File: src/rtl/uart_rx_deserializer.sv
// UART receiver: 2-FF synchronized line, mid-bit sampling from a baud counter,
// LSB-first DATA_BITS word with one stop bit, single error per break condition.
module uart_rx_deserializer #(
  parameter int CLKS_PER_BIT = 434,
  parameter int DATA_BITS    = 8,
  parameter int CNT_SIZE     = $clog2(CLKS_PER_BIT)
) (
  input  logic                 clk,
  input  logic                 rst,
  input  logic                 rx_in,
  output logic [DATA_BITS-1:0] rx_data,
  output logic                 rx_valid,
  output logic                 rx_frame_err,
  output logic                 rx_busy
);

  localparam int IDX_W = $clog2(DATA_BITS + 1);
  localparam logic [CNT_SIZE-1:0] HALF_LAST = CNT_SIZE'(CLKS_PER_BIT / 2 - 1);
  localparam logic [CNT_SIZE-1:0] BIT_LAST  = CNT_SIZE'(CLKS_PER_BIT - 1);
  localparam logic [IDX_W-1:0]    IDX_LAST  = IDX_W'(DATA_BITS - 1);

  typedef enum logic [2:0] {S_IDLE, S_START, S_DATA, S_STOP, S_BREAK} state_t;

  state_t               state_q, state_d;
  logic                 sync1_q, sync2_q;
  logic                 rxs;
  logic [CNT_SIZE-1:0]  cnt_q, cnt_d;
  logic [IDX_W-1:0]     idx_q, idx_d;
  logic [DATA_BITS-1:0] shift_q, shift_d;
  logic [DATA_BITS-1:0] data_q, data_d;
  logic                 valid_q, valid_d;
  logic                 err_q, err_d;
  logic                 busy_q;

  assign rxs = sync2_q;

  always_ff @(posedge clk) begin
    if (rst) begin
      sync1_q <= 1'b1;
      sync2_q <= 1'b1;
      state_q <= S_IDLE;
      cnt_q   <= '0;
      idx_q   <= '0;
      shift_q <= '0;
      data_q  <= '0;
      valid_q <= 1'b0;
      err_q   <= 1'b0;
      busy_q  <= 1'b0;
    end else begin
      sync1_q <= rx_in;
      sync2_q <= sync1_q;
      state_q <= state_d;
      cnt_q   <= cnt_d;
      idx_q   <= idx_d;
      shift_q <= shift_d;
      data_q  <= data_d;
      valid_q <= valid_d;
      err_q   <= err_d;
      busy_q  <= (state_d != S_IDLE);
    end
  end

  // Every transition clears the counter, so each state starts timing from zero.
  always_comb begin
    state_d = state_q;
    cnt_d   = cnt_q;
    idx_d   = idx_q;
    shift_d = shift_q;
    data_d  = data_q;
    valid_d = 1'b0;
    err_d   = 1'b0;
    case (state_q)
      S_IDLE: begin
        cnt_d = '0;
        idx_d = '0;
        if (!rxs) state_d = S_START;
      end
      S_START: begin
        if (cnt_q == HALF_LAST) begin
          cnt_d   = '0;
          idx_d   = '0;
          state_d = rxs ? S_IDLE : S_DATA;
        end else begin
          cnt_d = cnt_q + 1'b1;
        end
      end
      S_DATA: begin
        if (cnt_q == BIT_LAST) begin
          cnt_d   = '0;
          shift_d = DATA_BITS'({rxs, shift_q} >> 1);
          if (idx_q == IDX_LAST) state_d = S_STOP;
          else                   idx_d   = idx_q + 1'b1;
        end else begin
          cnt_d = cnt_q + 1'b1;
        end
      end
      S_STOP: begin
        if (cnt_q == BIT_LAST) begin
          cnt_d = '0;
          if (rxs) begin
            data_d  = shift_q;
            valid_d = 1'b1;
            state_d = S_IDLE;
          end else begin
            err_d   = 1'b1;
            state_d = S_BREAK;
          end
        end else begin
          cnt_d = cnt_q + 1'b1;
        end
      end
      S_BREAK: begin
        cnt_d = '0;
        if (rxs) state_d = S_IDLE;
      end
      default: begin
        cnt_d   = '0;
        state_d = S_IDLE;
      end
    endcase
  end

  assign rx_data      = data_q;
  assign rx_valid     = valid_q;
  assign rx_frame_err = err_q;
  assign rx_busy      = busy_q;

endmodule
File: config.mk
export PLATFORM = sky130hd
export DESIGN_NAME = uart_rx_deserializer
export DESIGN_NICKNAME = d
export VERILOG_FILES = /design/src/rtl/uart_rx_deserializer.sv
export SDC_FILE = /design/constraint.sdc
export NUM_CORES = 1
export LEC_CHECK = 0
export ABC_AREA = 1
export BUFFER_PORTS_ARGS = -buffer_cell sky130_fd_sc_hd__buf_2
export CAP_MARGIN = 10
export CORE_UTILIZATION = 41
export DETAILED_ROUTE_END_ITERATION = 8
export PLACE_DENSITY = 0.61
export SKIP_CTS_REPAIR_TIMING = 1
export SYNTH_ARGS = -nofsm -noshare
export SYNTH_HDL_FRONTEND = slang
export SYNTH_SLANG_ARGS = --single-unit
File: constraint.sdc
create_clock -name clk -period 1.6 [get_ports clk]
set_clock_uncertainty 0.15 [all_clocks]
set_input_delay 0.16 -clock clk [delete_from_list [all_inputs] [get_ports clk]]
set_output_delay 0.16 -clock clk [all_outputs]
set_load 0.03 [all_outputs]
# Word level (Yosys, flattened, before mapping)
# Cells that the tools add are included.
# word_totals
register_bits	37
input_bits	3
output_inout_bits	11
# classes
muxes	18
bitwise_logic	2
reduce_logical	8
n_addsub	2
eq_ne	10
# op_table
operator	n
$mux W3	7
$mux W9	2
$pmux W9 S2	1
$pmux W3 S5	1
$mux W4	3
$pmux W4 S3	1
$add A9 B1 Y9 const B	1
$eq A9 B8 Y1 const B	1
$eq A9 B9 Y1 const B	1
$eq A3 B2 Y1 const B	2
$ne A2 B2 Y1 const B	3
$reduce_bool A3 Y1	2
$add A4 B1 Y4 const B	1
$eq A4 B3 Y1 const B	1
$reduce_and A4 Y1	1
$eq A3 B1 Y1 const B	1
$eq A3 B3 Y1 const B	1
$logic_not A3 Y1	1
$reduce_and A3 Y1	1
$reduce_or A3 Y1	1
$mux W1	2
$mux W2	1
$not A1 Y1	2
$reduce_and A2 Y1	1
$reduce_or A2 Y1	1

# Depth between registers and ports, before layout
# depth
word_depth	5
ltp_mapped	10
mapped_depth_nobuf	10

# Least setup slack after synthesis
# OpenSTA, ideal clock, no wires.
# synth_timing
kind	register to register
from	register cnt_q[0]
to	register data_q[0], in the netlist rx_data[0]
setup_ps	116
period_less_slack_ps	1430
path_buffers	0
required_ps	1334
path_slack_ps	170
path_stages_with_launch	9
arrival_time_ps	1165
cell_sequence	dfxtp_1 -> ha_1 -> nand2_1 -> nor2_2 -> nand2_4 -> nor2_4 -> nand2_4 -> o21ai_0 -> nor2_1
# synth_via
elab_chain_len	2
# synth_lines
element	line	rtl
from (decl)	27	logic [CNT_SIZE-1:0] cnt_q, cnt_d;
from (signal assigned)	53	cnt_q <= cnt_d;
$eq A9 B9 Y1	98	if (cnt_q == BIT_LAST) begin
$reduce_and A3 Y1 (no source line)	--	
to (signal assigned)	56	data_q <= data_d;
to (decl)	30	logic [DATA_BITS-1:0] data_q, data_d;
# No other way between the ends.
# A chain may end at the register's enable or synchronous reset.

# Final worst setup path
# layout_timing
from	register cnt_q[1]
to	register data_q[3], in the netlist rx_data[3]
# Same word-level chain as after synthesis.

==> impl_results.md <==
- CTS tree: done
- Clock network power share: 44.9%
- Share of cells above drive strength 1: 28.51%
- Critical setup path kind: flop to flop
- Unrepaired setup endpoints after global routing: true
- Cell variety after synth: 26
- Final-report setup violation count: 0
- DP Worst Slack: -3.894 ps
- Total gr overflow: 0
- Area grow syn2layout: 23.09%
- Clk pin slew, worst setup/hold paths: 80 ps
- Tot GR Track Use: 16.40%
- Post-DP HPWL: 2132 µm
- Post-Syn Area: 0.001658 mm²
- Sequential power share: 51.4%
- CTS Sinks: 37
- Static Leak: 0.8981 nW
- Final #Nets: 248
- Share of the synthesized area in the top cell type: 44.68%
- Met2 Wirelength: 1322 µm
- Crit path time final: 1570 ps
- Hold path cells: 2
- Final cell count without fillers: 290
- Synth top area cells: dfxtp_1 45%, nor2_1 8.4%, nand2_1 7.9%
- Syn Area/Cell: 7.747 µm²
- Worst Hold End: rx_valid
- Placed Instances: 278
- Reg2reg start: cnt_q[1]
- Met1 Wirelength: 1643 µm
- Post-Route WL: 3107 µm
- Min-delay src: rst
- CTS Buffer Depth: 2
- Synth Net Count: 221
- Simple-gate portion of the synthesized area: 35.70%
- H-tree depth: 2
- Post-synthesis compound-gate area fraction: 6.566%
- Power Dens Cells: 887.6 mW/mm²
- CP Data Required Time: 1650 ps
- Worst R2R End: rx_data[3]
- Mux share of post-synthesis cell area: 0%
- Max Used Layer: met4
- Combinational power share: 3.7%
- Post-route ant nets: 0
- Hold Crit Class: input port to flop
- VDD IR max: 0.0004102 V
- Synth Area in Adders: 3.019%
- First-pass GRT wire length: 5257 µm
- Total power: 1.811 mW
- I/O pins: 14
- Fin crit share: 98.10%
- Die width: 65.59 µm
- Vias in the first global route: 1217
- Max_slew headroom: 76.68%
- Core area: 0.003771 mm²
- NetSw: 0.3922 mW
- R2R cell count: 9
- CP arrival: 1620 ps
- FP Rows: 22
- Max-Cap Viols: 0
- DRC Markers: 0
- Drt wl/cell: 10.71 µm
- Crit start category: flop
- Int Power: 1.419 mW
- TritonRoute pass-1 iters: 4
- Final Hold Viols: 0
- GP Congestion: 0.8181
- Largest family of logic cells by synthesized area: simple AND/OR/NAND/NOR gates
- Largest net degree at the start of global routing: 17
- CTS buffer count: 5
- Ys Warns: 0
- Worst-margin pin slew: 347.1 ps
- Fmax: 637.1 MHz
- CTS Root Buffer Type: clkbuf_8
- Register area share after synthesis: 44.68%
- Reg2Reg Setup Slack: 30 ps
- Met3 WL: 102 µm
- Aggregate negative setup slack: 0 ps
- IO Port Bufs: 13
- Setup ws final: 30.33 ps
- Mapped Cells: 214
- Post-Synth XOR/XNOR Area: 3.170%
- Sw Share: 21.65%
- Synthesized flop and latch total: 37
- Slew Limit Fails: 0
- Die Y: 65.59 µm
- Vias per inst: 4.707
- Via count: 1365
- DRT iter0 DRCs: 59
- Post-layout util: 54.11%
- Area leader, netlist: dfxtp_1
- Die area: 0.004302 mm²
- Status: finished clean
- Crit path capture type: flop
- Clock Latency Late Sink: 290 ps
- N_diodes: 0
- CP max FO: 5
- Initial Utilization: 43.96%
- Initial antenna violation count: 0
stage by stage:
stage / area, µm² / hold WS, ps
floorplan: 1658 / 79.07
global placement: 1826 / 193.3
detailed placement: 1826 / 201.2
CTS: 1941 / -113.5
global route: 2041 / 78.40
finish: 2041 / 66.86
cells in the mapped netlist, drive strengths merged:
cell / number
nand2: 43
nor2: 41
dfxtp: 37
inv: 24
nand3: 19
a21oi: 11
o21ai: 10
nand4: 7
nor3: 5
ha: 4
xor2: 4
clkbuf: 2
or2: 2
xnor2: 2
buf: 1
clkinv: 1
nand3b: 1
per-layer routing:
metal | global-route usage [%] | vias to the layer above
met5 | 0 | -
met4 | 8.152 | 0
met3 | 5.729 | 4
met2 | 23.45 | 25
met1 | 21.62 | 598
li1 | - | 738
power groups by stage:
stage | combinational, mW | clock, mW | sequential [mW]
finish | 0.0664 | 0.814 | 0.931
global route | 0.0742 | 0.878 | 0.932
CTS | 0.0612 | 0.839 | 0.931
detailed placement | 0.0613 | 0 | 0.953
global placement | 0.0601 | 0 | 0.953
floorplan | 0.0359 | 0 | 0.955
cells in the final DEF (no fill, tap or decap), types with 2 or more instances in the layout:
cell type and instances:
xnor2_1 2, nand3_1 16, nand2_1 33, or2_2 2, inv_2 4, nand2_4 6
ha_1 3, nor2_1 34, o21ai_1 4, nor3_2 2, nor3_1 3, a21oi_1 11
buf_4 7, dfxtp_1 35, o21ai_2 6, inv_1 19, nand2_2 5, nand3_2 2
buf_2 13, nor2_4 3, clkbuf_8 5, nor2_2 4, xor2_1 4, nand4_1 7
registers in the layout, summed over array words and instances (netlist names):
| signal | cells |
|---|---|
| rxs | 1 |
| state_q | 3 |
| shift_q | 8 |
| rx_busy | 1 |
| idx_q | 4 |
| rx_valid | 1 |
| cnt_q | 9 |
| rx_frame_err | 1 |
| sync1_q | 1 |
| rx_data | 8 |
worst max-delay path by stage:
stage,startpoint,end,slack [ps],depth (start not counted)
6_report,cnt_q[1],rx_data[3],30,9
5_1_grt,state_q[1],rx_data[3],-70,8
4_1_cts,cnt_q[0],rx_data[7],-6,8
3_5_place_dp,cnt_q[0],rx_data[7],-4,8
3_3_place_gp,cnt_q[0],rx_data[6],60,8
2_1_floorplan,cnt_q[0],rx_data[0],170,8
layout make-up:
class | instances | area, µm²
inverter | 25 | 103.9
fill | 350 | 1730
multi-input combinational | 150 | 868.3
sequential | 37 | 745.7
tap | 48 | 60.06
timing repair buffer | 22 | 147.6
clock inverter | 3 | 46.29
clock buffer | 5 | 68.82
logic make-up (layout without fill, tap and decap cells):
logic type                 Yosys count  after routing
and+or+nand+nor                    118            119
DFF                                 37             37
buffers and inverters               28             55
AOI/OAI and AO/OA                   21             21
xor gates and xnor gates             6              6
adders and majority gates            4              4
critical path, stage by stage (launching register included):
cell	delay (ps)
dfxtp_2	330
inv_2	70
ha_4	130
nand2_4	50
nor2_4	120
nand2_4	100
nor2_4	210
nand2_4	130
o21ai_2	130
nor2_1	60
Note: power is estimated with default switching activity, not from simulation.
